==> config.mk <==
export PLATFORM = sky130hd
export DESIGN_NAME = reg_desloc_iterativo
export DESIGN_NICKNAME = d
export VERILOG_FILES = /design/src/rtl/reg_desloc_pkg.sv /design/src/rtl/desloc_passo.sv /design/src/rtl/reg_desloc_iterativo.sv
export SDC_FILE = /design/constraint.sdc
export NUM_CORES = 1
export LEC_CHECK = 0
export CAP_MARGIN = 30
export CORE_MARGIN = 1
export CORE_UTILIZATION = 42
export DETAILED_ROUTE_END_ITERATION = 8
export MAX_ROUTING_LAYER = met4
export PLACE_DENSITY = 0.76
export SYNTH_ARGS = -nofsm -noshare
export SYNTH_HDL_FRONTEND = slang
export SYNTH_SLANG_ARGS = --single-unit
==> constraint.sdc <==
create_clock -name clk -period 1.5 [get_ports clk]
set_input_delay 0.3 -clock clk [delete_from_list [all_inputs] [get_ports clk]]
set_output_delay 0.3 -clock clk [all_outputs]
set_load 0.005 [all_outputs]
==> src/rtl/reg_desloc_pkg.sv <==
// reg_desloc_pkg: opcodes, FSM states and shared shift constants for the iterative shifter
package reg_desloc_pkg;
  localparam logic [2:0] OP_NOP  = 3'b000;
  localparam logic [2:0] OP_LOAD = 3'b001;
  localparam logic [2:0] OP_SLL  = 3'b010;
  localparam logic [2:0] OP_SRL  = 3'b011;
  localparam logic [2:0] OP_SRA  = 3'b100;
  localparam logic [2:0] OP_ROR  = 3'b101;
  localparam logic [2:0] OP_ROL  = 3'b110;
  localparam logic [4:0] SHAMT_DEZESSEIS = 5'd16;
  typedef enum logic [1:0] {IDLE, RUN, FIN} state_t;
endpackage

==> src/rtl/desloc_passo.sv <==
// desloc_passo: one 1-bit shift/rotate step of the operand
module desloc_passo
  import reg_desloc_pkg::*;
#(
  parameter int WIDTH = 32
) (
  input  logic [2:0]       op,
  input  logic [WIDTH-1:0] d,
  output logic [WIDTH-1:0] q
);
  always_comb
    q = op == OP_SLL ? {d[WIDTH-2:0], 1'b0} :
        op == OP_SRL ? {1'b0, d[WIDTH-1:1]} :
        op == OP_SRA ? {d[WIDTH-1], d[WIDTH-1:1]} :
        op == OP_ROR ? {d[0], d[WIDTH-1:1]} :
        op == OP_ROL ? {d[WIDTH-2:0], d[WIDTH-1]} : d;
endmodule

==> src/rtl/reg_desloc_iterativo.sv <==
// reg_desloc_iterativo: loads an operand then shifts/rotates it one bit per clock for n clocks
module reg_desloc_iterativo
  import reg_desloc_pkg::*;
#(
  parameter int WIDTH = 32,
  parameter int NBITS = 5
) (
  input  logic             clk,
  input  logic             reset,
  input  logic             start,
  input  logic [2:0]       op,
  input  logic [NBITS-1:0] n,
  input  logic [WIDTH-1:0] entrada,
  output logic [WIDTH-1:0] saida,
  output logic             busy,
  output logic             done
);
  state_t           state_q;
  logic [2:0]       op_q;
  logic [NBITS-1:0] cnt_q;
  logic [WIDTH-1:0] saida_q, saida_d;
  logic             is_shift;
  desloc_passo #(.WIDTH(WIDTH)) u_passo (.op(op_q), .d(saida_q), .q(saida_d));
  assign is_shift = op >= OP_SLL && op <= OP_ROL;
  always_ff @(posedge clk)
    if (reset) begin
      state_q <= IDLE;
      op_q    <= OP_NOP;
      cnt_q   <= '0;
      saida_q <= '0;
    end else
      case (state_q)
        IDLE:
          if (start) begin
            if (op == OP_LOAD) saida_q <= entrada;
            if (is_shift && n != '0) begin
              op_q    <= op;
              cnt_q   <= n;
              state_q <= RUN;
            end else
              state_q <= FIN;
          end
        RUN: begin
          saida_q <= saida_d;
          cnt_q   <= cnt_q - 1'b1;
          if (cnt_q == NBITS'(1)) state_q <= FIN;
        end
        default: state_q <= IDLE;
      endcase
  assign saida = saida_q;
  assign busy  = state_q == RUN;
  assign done  = state_q == FIN;
endmodule

==> results.yml <==
flow_run:
  maxCapViolCount: 0
floorplanning:
  rows: 27
  core-area_sq_um: 5540
  floorplan.die_area_sq_um: 6080
  die_width_microns: 78
  die_h_microns: 78
  top_level_ports: 77
  initial_core_util_pct: 43.8
worst_setup_path:
  critical_setup_path_class: "flop to flop"
  rr_startpoint: "state_q[1]$_SDFFE_PP0P_"
  critical_path.max_stage_delay_ns: 0.32
  worst_ep_required_time_ns: 1.74
  critical_path.endpoint_type: "flop"
  crit_slowest_cell: "sky130_fd_sc_hd__dfxtp_1"
  worstPathCellList: "nand2b_4 > inv_2 > buf_6 > o21ai_1 > a21oi_2 > clkbuf_16 > a22o_1"
  worstSetupStartpoint: "state_q[1]$_SDFFE_PP0P_"
  r2r.worst_path.cells: 7
  worst-endpoint-arrival_ns: 1.77
  critical_path_peak_fanout: 15
  launching_element_type_of_the_critical_path: "flop"
detailed_routing:
  via_count: 3022
  drtPass1Iterations: 4
  initialDrtViolationCount: 284
  antenna_left: 0
  viasPerCell: 6.21
  wirelength_microns: 8420
  detail_route.drc_violations: 0
  detail_route.wl_per_cell_microns: 17.3
outcome:
  failed_checks: "negative setup slack"
  outcome: "finished with violations"
clock_tree:
  worstSkewPairLatency_ns: 0.30
  clock_tree.htree_level_count: 2
  max-clock-path-buffers: 2
  clock_slew_at_reported_path_ffs_ns: 0.08
  cts_tree: "done"
  clock_tree.root_cell: "sky130_fd_sc_hd__clkbuf_8"
  inserted_clock_buffers: 5
  clock_sink_count: 42
grt:
  top_usage_layer: "met2"
  largest_net_degree_at_the_start_of_global_routing: 31
  grt_overflow_total: 0
  grt_pass1_wl_microns: 13000
  global_route.usage.met2_pct: 43.3
  globalRouteMet3Util_pct: 3.65
  number_of_global_route_vias_before_repair: 2748
  total_routing_usage_gr_pct: 27.4
  number_of_antenna_violations_at_the_first_check_in_global_routing: 0
  met1_usage_pct: 35.7
final_layout:
  syn2layout_area_growth_pct: 59.3
  final_nets: 459
  layout-drive-gt1-share_pct: 27.5
  antenna_cells_inserted: 0
  final_common_cell: "sky130_fd_sc_hd__clkdlybuf4s50_1"
  nFillCells: 457
  layout_common_cells: "61 x sky130_fd_sc_hd__clkdlybuf4s50_1, 41 x sky130_fd_sc_hd__buf_4, 38 x sky130_fd_sc_hd__a21oi_1, 36 x sky130_fd_sc_hd__a31oi_1, 35 x sky130_fd_sc_hd__nor2_1"
synthesis:
  synthesis.nets: 356
  synth_top_cell_by_area: "sky130_fd_sc_hd__dfxtp_1"
  sequential_fraction_of_the_synthesis_area_pct: 34.7
  ys_warnings: 0
  synth-edff-count: 0
  syn_inst: 311
  synth_largest_type_area_fraction_pct: 34.7
  syn_area_sq_um: 2430
  fraction_of_registers_with_async_set_or_reset_after_synthesis_pct: 0
  syn-mean-instance-area_sq_um: 7.80
  ys_top_cells_by_area: "sky130_fd_sc_hd__dfxtp_1 35%, sky130_fd_sc_hd__a22o_1 11%, sky130_fd_sc_hd__a31oi_1 9.3%, sky130_fd_sc_hd__a21oi_1 8.0%, sky130_fd_sc_hd__o21ai_0 6.4%"
  synth.lib_cells_used.distinct: 43
  ys_dominant_reg_cell: "sky130_fd_sc_hd__dfxtp_1"
  postSynthRegisterBits: 42
power:
  irDropWorstVdd_v: 0.000677
  power.share.switching_pct: 32.1
  pwr-share-seq_pct: 41.3
  part_of_the_power_in_combinational_logic_pct: 35.0
  design_power_total_w: 0.00331
  share_clk_of_total_power_pct: 23.7
  p_int_w: 0.00225
  p_leak_nw: 1.56
  power_density_nw_per_um2: 857
  power.net_switching_w: 0.00106
timing:
  setup_total_negative_slack_ns: -0.240
  finalMaxSlewViolations: 0
  final_setup_fails: 18
  finalHoldViolCount: 0
  rsz0062_at_grt: "true"
  fmax_mhz: 652
  tightest_slew_ns: 0.321
  fin_worst_skew_ns: 0.00933
  final_critical_path_setup_slack_ns: -0.0349
  worst_hold_margin_ns: 0.339
  finalCritPeriodShare_pct: 102
  relSlewSlack_pct: 78.4
  finalWorstPathRequiredPeriod_ns: 1.53
hold_path:
  worst_hold_path.num_cells: 3
  timing.hold.worst.start: "n[1]"
  worst_hold_path_type: "primary input to flop"
placement:
  place_hpwl_microns: 5280
  place_ws_ns: -0.453
  port-buffer-count: 76
  gp_congestion: 0.932
-- per-stage QoR --
stage	utilization (%)	cells	cell area [sq um]
after global placement	62.2	465	3450
after CTS	67.0	480	3710
after detailed placement	62.2	465	3450
final	69.8	487	3860
after floorplan	-	311	2430
after global routing	69.8	487	3860
-- metal layers --
layer  up-vias  wire length [microns]
met1      1422                   3610
met4         0                    166
li1       1399                      -
met3        21                    629
met2       180                   4020
met5         -                      0
-- Yosys cell counts, types with 2 or more instances --
cell / instances
sky130_fd_sc_hd__o31ai_1: 5
sky130_fd_sc_hd__o311ai_0: 2
sky130_fd_sc_hd__a22o_1: 30
sky130_fd_sc_hd__buf_4: 3
sky130_fd_sc_hd__clkbuf_1: 18
sky130_fd_sc_hd__nor2b_1: 3
sky130_fd_sc_hd__nor3_1: 6
sky130_fd_sc_hd__a21oi_1: 39
sky130_fd_sc_hd__nand4_1: 4
sky130_fd_sc_hd__buf_2: 10
sky130_fd_sc_hd__a31oi_1: 36
sky130_fd_sc_hd__nor2_1: 36
sky130_fd_sc_hd__nand2b_1: 4
sky130_fd_sc_hd__o21a_1: 2
sky130_fd_sc_hd__nand3_1: 7
sky130_fd_sc_hd__inv_1: 5
sky130_fd_sc_hd__dfxtp_1: 42
sky130_fd_sc_hd__nand3b_1: 2
sky130_fd_sc_hd__o21ai_0: 31
sky130_fd_sc_hd__ha_1: 2
sky130_fd_sc_hd__a211oi_1: 2
-- registers in the layout, summed over array words and instances (netlist names) --
signal,count
state_q,2
op_q,3
cnt_q,5
saida,32
-- power by group through the flow --
stage | sequential, W | combinational, W | clock [W]
after floorplan | 0.00134 | 0.000518 | 0
after global placement | 0.00136 | 0.000982 | 0
after detailed placement | 0.00137 | 0.00100 | 0
after CTS | 0.00136 | 0.00108 | 0.000787
after global routing | 0.00138 | 0.00124 | 0.000849
final | 0.00137 | 0.00116 | 0.000787
-- worst paths after layout --
check	endpoint	slack [ns]
worst min-delay path	cnt_q[1]$_SDFFE_PP0P_	0.34
worst max-delay path	saida[9]$_SDFFE_PP0P_	-0.03
worst max register to register	saida[9]$_SDFFE_PP0P_	-0.03
worst min register to register	saida[15]$_SDFFE_PP0P_	0.50
-- cell families (layout without fill, tap and decap cells) --
group / Yosys count / after routing / share of synthesized area [%]
muxes: 1 / 1 / 0.413
buffers and inverters: 37 / 141 / 7.01
AOI/OAI and AO/OA: 159 / 159 / 42.7
and+or+nand+nor: 70 / 70 / 14.2
DFF: 42 / 42 / 34.7
adders and majority gates: 2 / 2 / 1.03
-- final cells by class --
class | instances | area (sq um) | share of cell area, %
multi-input combinational | 232 | 1510 | 39.0
timing repair buffer | 128 | 1260 | 32.5
sequential | 42 | 897 | 23.2
tap | 72 | 90.1 | 2.33
clock buffer | 6 | 82.6 | 2.14
inverter | 5 | 18.8 | 0.486
clock inverter | 2 | 12.5 | 0.324
-- what timing repair did --
action | 4_1_cts | 5_1_grt
setup buffers | 5 | 6
pin swaps | 6 | 5
hold buffers | 0 | 0
setup endpoints to repair | 63 | 63
gates resized for setup | 48 | 34
cloned | 2 | 1
-- critical path: cells and delay by family, from the launching register on --
kind,cells,cell delay (ns)
AO/OA/AOI/OAI,3,0.57
buffers and inverters,3,0.43
flip-flops,1,0.32
AND/OR/NAND/NOR,1,0.14
Note: power is estimated with default switching activity, not from simulation.
